==> src/rtl/dram_stream_packer.sv <==
// dram_stream_packer: packs IN_W-bit DRAM beats MSB-first into OUT_W-bit
// memory words and writes them round-robin across NUM_MEM banks.
//
// state | meaning
// IDLE  | waiting for start_i; input not accepted
// FILL  | accepting beats, emitting a word whenever OUT_W bits are held
// FLUSH | writing the zero-padded leftover bits after the last beat
// DONE  | closing the transfer with a one-cycle done_o pulse
module dram_stream_packer #(
    parameter int IN_W    = 32,
    parameter int OUT_W   = 163,
    parameter int NUM_MEM = 4,
    parameter int ADDR_W  = 10,
    parameter int SEL_W   = (NUM_MEM > 1) ? $clog2(NUM_MEM) : 1
) (
    input  logic              clk_i,
    input  logic              dram_pack_rst_i,
    input  logic              start_i,
    input  logic [ADDR_W-1:0] words_per_mem_i,
    input  logic [IN_W-1:0]   data_in_i,
    input  logic              data_valid_i,
    input  logic              data_last_i,
    output logic              data_ready_o,
    output logic [OUT_W-1:0]  data_out_o,
    output logic              memory_write_enable_o,
    output logic [ADDR_W-1:0] memory_addr_o,
    output logic [SEL_W-1:0]  memory_sel_o,
    output logic              done_o
);

    localparam int ACC_W = OUT_W + IN_W - 1;
    localparam int CNT_W = $clog2(ACC_W + 1);

    generate
        if (IN_W < 1 || IN_W > OUT_W) begin : g_bad_width
            $error("dram_stream_packer: IN_W must satisfy 1 <= IN_W <= OUT_W");
        end
        if (NUM_MEM < 1) begin : g_bad_mem
            $error("dram_stream_packer: NUM_MEM must be >= 1");
        end
    endgenerate

    typedef enum logic [1:0] {
        S_IDLE,
        S_FILL,
        S_FLUSH,
        S_DONE
    } state_t;

    state_t             state_q;
    state_t             state_d;

    // Held bits are left-aligned in acc_q; everything below cnt_q is zero.
    logic [ACC_W-1:0]   acc_q;
    logic [CNT_W-1:0]   cnt_q;
    logic [ADDR_W-1:0]  wpm_q;
    logic [ADDR_W-1:0]  wr_addr_q;
    logic [SEL_W-1:0]   wr_sel_q;
    logic               done_q;

    logic               accept;
    logic [ACC_W-1:0]   beat_ext;
    logic [ACC_W-1:0]   acc_app;
    logic [CNT_W-1:0]   cnt_app;
    logic               fill_emit;
    logic [ACC_W-1:0]   acc_left;
    logic [CNT_W-1:0]   cnt_left;
    logic               emit;
    logic [OUT_W-1:0]   emit_word;
    logic               done_d;
    logic               addr_wrap;
    logic [SEL_W-1:0]   sel_next;

    // Append datapath: place the incoming beat just below the held bits and
    // split off a full word when enough bits are present.
    always_comb begin
        accept    = (state_q == S_FILL) && data_valid_i;
        beat_ext  = ACC_W'(data_in_i) << (ACC_W - IN_W);
        acc_app   = acc_q | (beat_ext >> cnt_q);
        cnt_app   = cnt_q + CNT_W'(IN_W);
        fill_emit = accept && (cnt_app >= CNT_W'(OUT_W));
        acc_left  = fill_emit ? (acc_app << OUT_W) : acc_app;
        cnt_left  = fill_emit ? (cnt_app - CNT_W'(OUT_W)) : cnt_app;
        addr_wrap = (wr_addr_q == (wpm_q - ADDR_W'(1)));
        sel_next  = (wr_sel_q == SEL_W'(NUM_MEM - 1)) ? '0 : (wr_sel_q + SEL_W'(1));
    end

    // State register.
    always_ff @(posedge clk_i or posedge dram_pack_rst_i) begin
        if (dram_pack_rst_i) begin
            state_q <= S_IDLE;
        end else begin
            state_q <= state_d;
        end
    end

    // Next-state, handshake and word-emit decode.
    always_comb begin
        state_d      = state_q;
        data_ready_o = 1'b0;
        emit         = 1'b0;
        emit_word    = '0;
        done_d       = 1'b0;
        case (state_q)
            S_IDLE: begin
                if (start_i) begin
                    state_d = S_FILL;
                end
            end
            S_FILL: begin
                data_ready_o = 1'b1;
                if (fill_emit) begin
                    emit      = 1'b1;
                    emit_word = acc_app[ACC_W-1 -: OUT_W];
                end
                if (accept && data_last_i) begin
                    if (cnt_left != '0) begin
                        state_d = S_FLUSH;
                    end else begin
                        state_d = S_DONE;
                        done_d  = 1'b1;
                    end
                end
            end
            S_FLUSH: begin
                emit      = 1'b1;
                emit_word = acc_q[ACC_W-1 -: OUT_W];
                state_d   = S_DONE;
            end
            S_DONE: begin
                // Without a flush, done was already raised alongside the final
                // write; only the flush path pulses it from here.
                done_d  = !done_q;
                state_d = S_IDLE;
            end
            default: begin
                state_d = S_IDLE;
            end
        endcase
    end

    // Accumulator, address counters and registered memory-write outputs.
    always_ff @(posedge clk_i or posedge dram_pack_rst_i) begin
        if (dram_pack_rst_i) begin
            acc_q                 <= '0;
            cnt_q                 <= '0;
            wpm_q                 <= '0;
            wr_addr_q             <= '0;
            wr_sel_q              <= '0;
            done_q                <= 1'b0;
            data_out_o            <= '0;
            memory_write_enable_o <= 1'b0;
            memory_addr_o         <= '0;
            memory_sel_o          <= '0;
        end else begin
            memory_write_enable_o <= emit;
            done_q                <= done_d;
            if (emit) begin
                data_out_o    <= emit_word;
                memory_addr_o <= wr_addr_q;
                memory_sel_o  <= wr_sel_q;
                if (addr_wrap) begin
                    wr_addr_q <= '0;
                    wr_sel_q  <= sel_next;
                end else begin
                    wr_addr_q <= wr_addr_q + ADDR_W'(1);
                end
            end
            case (state_q)
                S_IDLE: begin
                    if (start_i) begin
                        acc_q     <= '0;
                        cnt_q     <= '0;
                        wr_addr_q <= '0;
                        wr_sel_q  <= '0;
                        wpm_q     <= words_per_mem_i;
                    end
                end
                S_FILL: begin
                    if (accept) begin
                        acc_q <= acc_left;
                        cnt_q <= cnt_left;
                    end
                end
                S_FLUSH: begin
                    acc_q <= '0;
                    cnt_q <= '0;
                end
                default: begin
                end
            endcase
        end
    end

    assign done_o = done_q;

endmodule
==> config.mk <==
export PLATFORM = sky130hd
export DESIGN_NAME = dram_stream_packer
export DESIGN_NICKNAME = d
export VERILOG_FILES = /design/src/rtl/dram_stream_packer.sv
export SDC_FILE = /design/constraint.sdc
export NUM_CORES = 1
export LEC_CHECK = 0
export ABC_CLOCK_PERIOD_IN_PS = 49200
export CORE_MARGIN = 1
export CORE_UTILIZATION = 55
export DETAILED_ROUTE_END_ITERATION = 6
export PLACE_DENSITY = 0.78
export SETUP_SLACK_MARGIN = 0.5
export SLEW_MARGIN = 40
export SYNTH_ARGS = -nofsm -noshare
export SYNTH_HDL_FRONTEND = slang
export SYNTH_SLANG_ARGS = --single-unit
==> constraint.sdc <==
create_clock -name clk_i -period 49.2 [get_ports clk_i]
set_input_delay 14.76 -clock clk_i [delete_from_list [all_inputs] [get_ports clk_i]]
set_output_delay 14.76 -clock clk_i [all_outputs]
set_load 0.02 [all_outputs]
==> flow_summary_export.csv <==
group,metric,value,unit
outcome,status,"finished, violations left",
outcome,violations,"design-rule violations",
clock_tree,holdBufCountCts,0,
power_and_ir_drop,p_leak,10.74,nW
floorplan,boundaryPins,225,
floorplan,core_area,38560,um2
global_routing,grt_usage,0.4236,
clock_tree,clk_path_buf_depth,3,
timing,period_minus_slack,18.02,ns
logic_synthesis,yosysMostFrequentCell,"dfrtp_1",
timing,fin_tns_setup,0,ns
global_routing,grt_max_degree,113,
logic_synthesis,netlist_area,21480,um2
clock_tree,clock_sinks,403,
power_and_ir_drop,report.power.total,1.348,mW
worst_setup_path,r2r-start,"cnt_q[6]",
global_routing,antenna_found_initial,1,
logic_synthesis,yosys-top-cells-count,"dfrtp_1, nand2_1, nor2_1",
worst_setup_path,rrSetupSlack,44.39,ns
worst_setup_path,crit_required,49.68,ns
global_routing,grt_pass1_wl,124100,um
worst_setup_path,r2r_end,"data_out_o[98]",
timing,max_freq,0.05549,GHz
worst_setup_path,setup.worst_path.end_class,"flop",
worst_setup_path,rr_worst_depth,9,
floorplan,start_util,0.5570,
detailed_routing,viasPerCell,6.816,
detailed_routing,drt-initial-drc-count,2352,
worst_setup_path,cp_top_family,"buffers and inverters",
logic_synthesis,synth_edf_count,0,
logic_synthesis,synthCells,2297,
worst_setup_path,cp_slowest_cell,"buf_4",
logic_synthesis,synth_area_leader_cell,"dfrtp_1",
logic_synthesis,syn_nets,2355,
floorplan,die-area,39840,um2
flow_run,drv_cap,0,
floorplan,rows,72,
logic_synthesis,netlist.area_leader.share,0.4696,
worst_setup_path,crit_type,"in2reg",
detailed_routing,post_drt_wl_per_cell,28.00,um
logic_synthesis,ys_types,87,
clock_tree,root_buffer,"clkbuf_16",
logic_synthesis,ys_ff_latch,403,
hold_path,hp-class,"reg2reg",
place,dpl.hpwl,58520,um
finish,insertedDiodeCount,0,
place,port_buffers,224,
clock_tree,cts_resized,0,
global_routing,grt_pass1_vias,19391,
logic_synthesis,synthArstFlopShare,1.000,
worst_setup_path,crit_chain,"clkdlybuf4s50_1 > nand3_1 > o21ai_1 > nand2_4 > inv_4 > buf_4 > mux2_2 > a31o_1",
worst_setup_path,startpoint_type,"primary input",
floorplan,die_w,199.6,um
timing,relSlewSlack,0.3604,
detailed_routing,wirelength,84040,um
hold_path,whs_endpoint,"done_o",
place,gp_congestion,1.033,
worst_setup_path,worstPathArrival,18.50,ns
finish,drive_gt1_frac,0.1168,
power_and_ir_drop,ir_worst_vdd,0.04054,mV
worst_setup_path,path_buf_inv,3,
hold_path,min_from,"done_o",
worst_setup_path,startpoint,"data_valid_i",
timing,hold_slack,0.4646,ns
power_and_ir_drop,pwr_density_cell,52.24,nW/um2
global_routing,gr-total-overflow,0,
detailed_routing,drt_pass1_iterations,7,
detailed_routing,via_count,20454,
detailed_routing,drc,1,
clock_tree,cts_setup_buffers,0,
timing,finalHoldViolCount,0,
logic_synthesis,ys_warn_count,0,
clock_tree,clkTransAtPathRegs,0.06,ns
timing,maxSlewViolCount,0,
finish,fill_cells,3081,
floorplan,dieHeight,199.6,um
place,place_area,24200,um2
timing,max_slew.worst_pin.slew,0.9327,ns
clock_tree,htree_num_levels,2,
finish,nets,2506,
logic_synthesis,yosysSeqAreaShare,0.4696,
timing,fin_crit_sh,0.3663,
clock_tree,worstSkewPairLatency,0.60,ns
timing,setup_viol,0,
hold_path,min_path_cells,1,
timing,rsz0062_at_grt,"false",
detailed_routing,final_antenna_net_count,0,
clock_tree,cts_tree,"built",
worst_setup_path,crit_fanout,63,
worst_setup_path,cp_slowest_stage_delay,0.69,ns
timing,final.setup_skew,0.01704,ns
finish,finish.instance_area,25800,um2
logic_synthesis,syn_area_per_cell,9.349,um2
clock_tree,cts-buffers-inserted,43,
finish,areaGrowthSynthToFinish,20.16,%
logic_synthesis,yosys-top-cells-area,"dfrtp_1, nand2_1, o21ai_0, nor2_1, mux4_2",
logic_synthesis,synth_ff_type,"dfrtp_1",
[cell type report]
type                            count  area (um2)  share of cell area
Sequential cell                   403       10090              0.3910
Inverter                           23       101.3            0.003927
Tap cell                          518       648.1             0.02512
Timing Repair Buffer              274        2669              0.1034
Multi-Input combinational cell   1703       10760              0.4169
Clock buffer                       60        1260             0.04883
Clock inverter                     20       279.0             0.01081
[state kept, by name (all words and copies together), names as in the netlist, 2 cells and up]
name	cells
cnt_q	8
memory_sel_o	2
state_q	2
wr_addr_q	10
acc_q	194
wpm_q	10
memory_addr_o	10
wr_sel_q	2
data_out_o	163
[worst max-delay path by stage]
stage / endpoint / cells after the start
2_1_floorplan: acc_q[0] / 1
3_3_place_gp: acc_q[42] / 5
3_5_place_dp: data_out_o[55] / 8
4_1_cts: data_out_o[55] / 8
5_1_grt: data_out_o[55] / 8
6_report: data_out_o[55] / 8
[power by group]
part	switching, mW	internal, mW
Combinational	0.363	0.190
Sequential	0.0498	0.396
Clock	0.143	0.207
Total	0.556	0.792
[stage by stage]
| step | setup WS [ns] | util | std cells |
|---|---|---|---|
| 2_1_floorplan | 23.23 | - | 2297 |
| 3_3_place_gp | 30.44 | 0.6232 | 2914 |
| 3_5_place_dp | 30.63 | 0.6277 | 2919 |
| 4_1_cts | 31.22 | 0.6676 | 2999 |
| 5_1_grt | 30.98 | 0.6693 | 3001 |
| 6_report | 31.18 | 0.6693 | 3001 |
[kinds of logic (layout without fill, tap and decap cells)]
kind of cell | count (synthesis) | count (layout) | synth area share
buffers and inverters | 191 | 377 | 0.03857
and+or+nand+nor | 793 | 793 | 0.1578
DFF | 403 | 403 | 0.4696
xor gates and xnor gates | 22 | 22 | 0.009613
adders and majority gates | 11 | 11 | 0.006409
AOI/OAI and AO/OA | 718 | 718 | 0.2185
muxes | 159 | 159 | 0.09945
[cells in the final DEF, fill, tap and decap left out, drive strengths merged, types with 10 or more instances in the layout]
master / n
or2: 10
o211ai: 23
or3: 15
mux4: 37
inv: 20
clkdlybuf4s50: 224
a211oi: 14
o21a: 10
dfrtp: 403
xor2: 10
nand3: 43
nor3: 47
buf: 49
clkbuf: 61
clkinv: 17
o221ai: 18
and2: 22
o22ai: 93
nor2: 261
xnor2: 11
mux2: 56
nor2b: 13
a31oi: 27
mux2i: 66
nand2b: 15
ha: 11
a32oi: 11
o31ai: 26
a22o: 22
a221oi: 17
a22oi: 38
a21oi: 112
nand2: 333
o21ai: 225
[metal layers]
layer,track usage,share of wire
met5,0,0
met4,0.1988,0.048
met3,0.1035,0.11
met2,0.6435,0.45
met1,0.5711,0.38
Note: power is estimated with default switching activity, not from simulation.
